`src/rtl/rtc_bus_sequencer.sv`:
```
// Phase-timed bus sequencer for a multiplexed-AD RTC: address phase, then data
// write or read phase, with every output registered from the next-state value.
module rtc_bus_sequencer #(
    parameter int unsigned T_PH = 10
) (
    input  logic       clk,
    input  logic       rst,
    input  logic       inicio,
    input  logic       rw,
    input  logic [7:0] addr,
    input  logic [7:0] data_wr,
    input  logic [7:0] ad_in,
    output logic [7:0] ad_out,
    output logic       ad_oe,
    output logic       cs_n,
    output logic       ad_n,
    output logic       rd_n,
    output logic       wr_n,
    output logic [7:0] data_rd,
    output logic       busy,
    output logic       listo,
    output logic [2:0] dbg_state_o
);

    typedef enum logic [2:0] {
        IDLE  = 3'd0,
        A_SET = 3'd1,
        A_STB = 3'd2,
        A_HLD = 3'd3,
        D_SET = 3'd4,
        D_STB = 3'd5,
        D_HLD = 3'd6,
        DONE  = 3'd7
    } state_t;

    localparam logic [7:0] RELOAD = 8'(T_PH - 1);

    state_t     state_q, state_d;
    logic [7:0] cnt_q, cnt_d;
    logic       rw_q, rw_d;
    logic [7:0] addr_q, addr_d;
    logic [7:0] data_q, data_d;
    logic [7:0] data_rd_q, data_rd_d;

    logic [7:0] ad_out_d;
    logic       ad_oe_d, cs_n_d, ad_n_d, rd_n_d, wr_n_d, busy_d, listo_d;

    // Next state, phase counter and transaction latches.
    always_comb begin
        state_d   = state_q;
        cnt_d     = cnt_q;
        rw_d      = rw_q;
        addr_d    = addr_q;
        data_d    = data_q;
        data_rd_d = data_rd_q;
        case (state_q)
            IDLE: begin
                if (inicio) begin
                    state_d = A_SET;
                    cnt_d   = RELOAD;
                    rw_d    = rw;
                    addr_d  = addr;
                    data_d  = data_wr;
                end
            end
            DONE: begin
                state_d = IDLE;
                cnt_d   = 8'd0;
            end
            default: begin
                if (cnt_q == 8'd0) begin
                    state_d = state_t'(state_q + 3'd1);
                    cnt_d   = (state_q == D_HLD) ? 8'd0 : RELOAD;
                end else begin
                    cnt_d = cnt_q - 8'd1;
                end
            end
        endcase
        // Sample the bus on the last cycle of the read strobe.
        if (state_q == D_STB && cnt_q == 8'd0 && rw_q)
            data_rd_d = ad_in;
    end

    // Output decode from the state being entered, so outputs change with state.
    always_comb begin
        ad_oe_d  = 1'b0;
        ad_out_d = 8'h00;
        cs_n_d   = 1'b1;
        ad_n_d   = 1'b1;
        rd_n_d   = 1'b1;
        wr_n_d   = 1'b1;
        listo_d  = 1'b0;
        busy_d   = (state_d != IDLE);
        case (state_d)
            A_SET, A_HLD: begin
                ad_oe_d  = 1'b1;
                ad_out_d = addr_d;
            end
            A_STB: begin
                ad_oe_d  = 1'b1;
                ad_out_d = addr_d;
                cs_n_d   = 1'b0;
                ad_n_d   = 1'b0;
            end
            D_SET, D_HLD: begin
                if (!rw_d) begin
                    ad_oe_d  = 1'b1;
                    ad_out_d = data_d;
                end
            end
            D_STB: begin
                cs_n_d = 1'b0;
                if (rw_d) begin
                    rd_n_d = 1'b0;
                end else begin
                    ad_oe_d  = 1'b1;
                    ad_out_d = data_d;
                    wr_n_d   = 1'b0;
                end
            end
            DONE:    listo_d = 1'b1;
            default: ;
        endcase
    end

    always_ff @(posedge clk) begin
        if (rst) begin
            state_q   <= IDLE;
            cnt_q     <= 8'd0;
            rw_q      <= 1'b0;
            addr_q    <= 8'h00;
            data_q    <= 8'h00;
            data_rd_q <= 8'h00;
            ad_out    <= 8'h00;
            ad_oe     <= 1'b0;
            cs_n      <= 1'b1;
            ad_n      <= 1'b1;
            rd_n      <= 1'b1;
            wr_n      <= 1'b1;
            busy      <= 1'b0;
            listo     <= 1'b0;
        end else begin
            state_q   <= state_d;
            cnt_q     <= cnt_d;
            rw_q      <= rw_d;
            addr_q    <= addr_d;
            data_q    <= data_d;
            data_rd_q <= data_rd_d;
            ad_out    <= ad_out_d;
            ad_oe     <= ad_oe_d;
            cs_n      <= cs_n_d;
            ad_n      <= ad_n_d;
            rd_n      <= rd_n_d;
            wr_n      <= wr_n_d;
            busy      <= busy_d;
            listo     <= listo_d;
        end
    end

    assign data_rd     = data_rd_q;
    assign dbg_state_o = state_q;

endmodule

```
`config.mk`:
```
export PLATFORM = sky130hd
export DESIGN_NAME = rtc_bus_sequencer
export DESIGN_NICKNAME = d
export VERILOG_FILES = /design/src/rtl/rtc_bus_sequencer.sv
export SDC_FILE = /design/constraint.sdc
export NUM_CORES = 1
export LEC_CHECK = 0
export BUFFER_PORTS_ARGS = -buffer_cell sky130_fd_sc_hd__buf_2
export CORE_MARGIN = 10
export CORE_UTILIZATION = 47
export CTS_BUF_LIST = sky130_fd_sc_hd__clkbuf_8
export CTS_CLUSTER_SIZE = 12
export DETAILED_ROUTE_END_ITERATION = 12
export HOLD_SLACK_MARGIN = 0.05
export PLACE_DENSITY = 0.83
export SKIP_CTS_REPAIR_TIMING = 1
export SLEW_MARGIN = 0
export SYNTH_ARGS = -nofsm -noshare
export SYNTH_HDL_FRONTEND = slang
export SYNTH_SLANG_ARGS = --single-unit
```
`constraint.sdc`:
```
create_clock -name clk -period 2.6 [get_ports clk]
set_input_delay 0.39 -clock clk [delete_from_list [all_inputs] [get_ports clk]]
set_output_delay 0.39 -clock clk [all_outputs]
set_load 0.005 [all_outputs]
```
* Word level (Yosys, flattened, before mapping)
Index checks and enable logic that the tools add are counted.
Storage, ports and cells: register bits after elaboration 51, word-level logic and storage cells 58
Operators by class: bitwise gates (word level) 1, multiplexer cells 21, reductions and logical operators 9, add/subtract/negate cells 2, equal/unequal tests 11
Operators with widths (number):
- 2-to-1 mux 8 bit | 7
- one-hot mux 8 bit (2 select lines) | 2
- equality test 3 bit, second input constant | 7
- logical NOT 8 bit | 1
- subtractor 8 x 1 -> 8 bit, second input constant | 1
- 2-to-1 mux 1 bit | 7
- equality test 3 x 2 -> 1 bit, second input constant | 2
- 2-to-1 mux 3 bit | 2
- one-hot mux 3 bit (2 select lines) | 1
- OR reduction 3 bit | 2
- 2-to-1 mux 4 bit | 1
- OR reduction 2 bit | 2
- adder 3 x 1 -> 3 bit, second input constant | 1
- equality test 3 x 1 -> 1 bit, second input constant | 1
- logical NOT 3 bit | 1
- nonzero test 3 bit | 1
- logical AND 1 bit | 2
- inequality test 2 bit, second input constant | 1
- one-hot mux 1 bit (2 select lines) | 1
- inverter 1 bit | 1

* Logic depth before layout (Yosys ltp)
word-level depth 6, mapped depth 9, gate-level depth less buffers 7

* Worst setup path before layout
OpenSTA, ideal clock, no wires.
path kind register to register, from register state_q[0], in the netlist dbg_state_o[0], to register ad_out[5], clock period less this slack 2088 ps, library setup time 117 ps, stages on the path, launching flop included 7, path slack 512 ps, arrival 1971 ps, cell sequence dfxtp_1 -> inv_1 -> ha_1 -> and3b_2 -> o32ai_2 -> nand2_2 -> a32o_1
Between the ends: longest elaborated chain between the ends 6
Ends and longest elaborated chain:
- from (decl) | RTL line 38 | state_t state_q, state_d;
- from (signal assigned) | RTL line 143 | state_q <= state_d;
- adder 3 x 1 -> 3 bit | RTL line 72 | state_d = state_t'(state_q + 3'd1);
- 2-to-1 mux 3 bit | RTL line 71 | if (cnt_q == 8'd0) begin
- one-hot mux 3 bit (2 select lines) | RTL line 56 | case (state_q)
- equality test 3 bit (tied with other cells) | RTL line 94 | case (state_d)
- OR reduction 3 bit (no source line)
- one-hot mux 8 bit (2 select lines) * | RTL line 94
- to (signal assigned) | RTL line 149 | ad_out <= ad_out_d;
- to (decl) | RTL line 13 | output logic [7:0] ad_out,
Every way passes the cells marked *; elsewhere a longest branch is shown, timed or not. A chain may end at the register's enable or synchronous reset.

* Worst setup path after layout
from register cnt_q[0], to register data_rd_q[0], in the netlist data_rd[0]
Between the ends: longest elaborated chain between the ends 3
Ends and longest elaborated chain:
- from (decl) | RTL line 39 | logic [7:0] cnt_q, cnt_d;
- from (signal assigned) | RTL line 144 | cnt_q <= cnt_d;
- logical NOT 8 bit | RTL line 80 | if (state_q == D_STB && cnt_q == 8'd0 && rw_q)
- logical AND 1 bit (2 in series) | RTL line 80
- to (signal assigned) | RTL line 148 | data_rd_q <= data_rd_d;
- to (decl) | RTL line 43 | logic [7:0] data_rd_q, data_rd_d;
Every way passes these cells.

==> out/results.tsv <==
stage	metric	value	unit
setup_path	worst stage delay on the critical path	0.52	ns
cts	CTS max path bufs	2	
setup_path	cell count of the worst reg-to-reg path	7	
grt	initial antenna violation count	0	
sta	fmax	429.3	MHz
worst_hold_path	hold path start	ad_in[2]	
sta	transition time of the tightest slew-check pin	0.7605	ns
grt	GRT Total Usage	13.34	%
floorplanning	row count	24	
detailed_routing	antenna viol nets, final	0	
setup_path	CP max FO	8	
synthesis	Synth async-reset ratio	0	%
sta	period utilization	89.60	%
sta	final setup fails	0	
worst_hold_path	hold path depth	3	
floorplanning	core area	4414	um^2
cts	CTS H-tree lvls	2	
sta	fin. max-slew vios	0	
synthesis	#FFs+latches synth	51	
setup_path	Slowest-stage cell, CP	or4b_4	
grt	pin count of the biggest net entering global routing	41	
setup_path	WS Path Type	reg2reg	
synthesis	Gate Count Post-Synth	230	
cts	root buffer cell	clkbuf_8	
power	Tot Pwr	0.002780	W
floorplanning	Die Y-Extent	87.75	um
synthesis	Netlist Area Pre-Place	2157	um^2
synthesis	largest cells by area after synthesis	dfxtp_1, nand2_1, a21oi_1	
final_layout	Final Cell Area	2606	um^2
final_layout	Layout Utilization	59.04	%
cts	TritonCTS clock tree	built	
detailed_routing	via count	1838	
sta	RSZ-0062 raised after global routing	no	
synthesis	syn_nets	263	
synthesis	Avg Inst Size Synth	9.379	um^2
synthesis	Top FF cell, synth	dfxtp_1	
floorplanning	IO Pins	54	
setup_path	Crit. End Element	flop	
detailed_routing	number of DRC markers in iteration 0	130	
placed_design	global placement routability congestion	0.8777	
final_layout	fillcell total	377	
job	Max-cap violations	0	
placed_design	port bufs	53	
sta	PnR worst setup slack	0.2704	ns
setup_path	Reg-to-Reg Start	cnt_q[0]$_SDFFE_PP0P_	
sta	final hold vios	0	
power	VDD IR max	538.1	uV
cts	clock latency on the worst-skew pair	0.31	ns
detailed_routing	DRC errors left	0	
setup_path	CP dominant cell by count	nor2_1	
detailed_routing	first-pass iteration count of the detailed router	4	
sta	worst-case headroom to the max-slew limit	49.30	%
detailed_routing	DR WL/cell	15.14	um
detailed_routing	drt via density	5.454	
placed_design	Post-DP HPWL	3.647	mm
final_layout	Sequential cell area	1021	um^2
run_status	outcome	finished clean	
grt	GRT overflow	0	
floorplanning	Starting Density	48.87	%
synthesis	register area share after synthesis	47.33	%
synthesis	yosys warns	0	
final_layout	Multi-input gate area	1070	um^2
cts	# clock sinks	51	
sta	min cycle time layout	2.330	ns
setup_path	critical-path cell list	inv_1 > ha_1 > or4b_4 > nor2_1 > nand4_2 > mux2i_1 > nor2_1	
grt	vias in the first global route	1807	
final_layout	area delta synth->final	20.82	%
setup_path	Crit. Startpoint	cnt_q[0]$_SDFFE_PP0P_	
sta	Setup Skew	0.009163	ns
placed_design	placed instance area	2466	um^2
setup_path	Startpoint Class	flop	
synthesis	Distinct cells, synth	46	
synthesis	EDFF count, synth	0	
power	leakage power	1.142	nW
final_layout	share of cells above drive strength 1	28.77	%
sta	setup tns final	0	ns
cts	total CTS buffers	5	
placed_design	Setup WS pre-CTS	0.2753	ns
cts	clock slew seen by the registers of the worst setup and hold paths	0.09	ns
power	power density over cell area	1067	nW/um^2
setup_path	CP arrival	2.51	ns
synthesis	Yosys top cell area share	47.33	%
setup_path	WP data required	2.78	ns
final_layout	# diodes	0	
grt	first-pass GRT wire length	8.431	mm
synthesis	largest area contributor in the netlist	dfxtp_1	
detailed_routing	WL final	5.103	mm
floorplanning	Die ar.	7699	um^2
floorplanning	Die W	87.75	um
worst_hold_path	worst hold path type	in2reg	
final_layout	nets	317	
[placed cells by master (no fill, tap or decap), types with 2 or more instances in the layout]
cell / count
nor2_1: 23
o21ai_0: 8
inv_1: 4
mux2i_1: 10
bufinv_16: 2
dfxtp_1: 51
mux2_2: 2
buf_4: 4
nand2_1: 39
a21oi_1: 22
buf_2: 53
clkbuf_8: 5
a32o_1: 8
nor2b_1: 8
a211oi_1: 3
nor3_1: 3
ha_1: 5
a31oi_1: 4
and2b_1: 2
a311oi_1: 2
[sequential cells by signal, indices dropped and copies added (netlist names), 3 cells and up]
| register | cells |
|---|---|
| addr_q | 8 |
| data_rd | 8 |
| cnt_q | 8 |
| dbg_state_o | 3 |
| data_q | 8 |
| ad_out | 8 |
[through the flow]
stage | hold WS [ns] | std cells
2_1_floorplan | 0.4267 | 230
3_3_place_gp | 0.4418 | 329
3_5_place_dp | 0.4478 | 329
4_1_cts | 0.3080 | 337
5_1_grt | 0.3207 | 337
6_report | 0.3092 | 337
[synthesized netlist by cell type, types with 4 or more instances]
library cell  number
o21ai_0            8
mux2i_1           10
inv_1              4
a32o_1             8
dfxtp_1           51
nor2_1            23
clkbuf_1           4
a21oi_1           22
ha_1               5
a31oi_1            5
nand2_1           39
nor2b_1            8
[critical path, delay by kind of cell, from the launching register on]
family | cells | cell delay, ns
buffers and inverters | 1 | 0.10
AND/OR/NAND/NOR | 4 | 1.24
flip-flops | 1 | 0.33
multiplexers | 1 | 0.27
adder cells (fa/ha/maj) | 1 | 0.25
[per-layer routing]
metal  track usage, %  part of all wire, %  wire [um]
met1            16.12                   44       2257
met2            21.69                   47       2399
met3            3.528                  6.2        317
met4            5.942                  2.5        129
met5                0                    0          0
[where the power goes]
part / leakage (nW) / switching, W / internal, W
Combinational: 0.656 / 0.000647 / 0.000439
Sequential: 0.416 / 0.000113 / 0.000921
Clock: 0.0703 / 0.000269 / 0.000390
Total: 1.14 / 0.00103 / 0.00175
[cells by family (layout without fill, tap and decap cells)]
group                      after synthesis  count (layout)  share of synthesized area, %
AOI/OAI and AO/OA                       57              57                         18.79
xor gates and xnor gates                 1               1                        0.4061
adders and majority gates                5               5                         2.900
buffers and inverters                   14              69                         3.364
DFF                                     51              51                         47.33
muxes                                   12              12                         5.685
and+or+nand+nor                         90              90                         21.52
[path summary, 6_finish.rpt]
kind | to | slack [ns]
max | data_rd[0]$_SDFFE_PP0P_ | 0.27
min | data_rd[2]$_SDFFE_PP0P_ | 0.31
max reg2reg | data_rd[0]$_SDFFE_PP0P_ | 0.27
min reg2reg | data_q[4]$_SDFF_PP0_ | 0.46
[layout make-up]
class	count	area share, %
inverters	4	0.5761
multi-input cells	165	41.05
repair buffers	57	11.33
well taps	52	2.496
flip-flops and latches	51	39.17
clock inverters	3	2.736
clock buffers	5	2.640
Power figures use the tool's default switching activity.
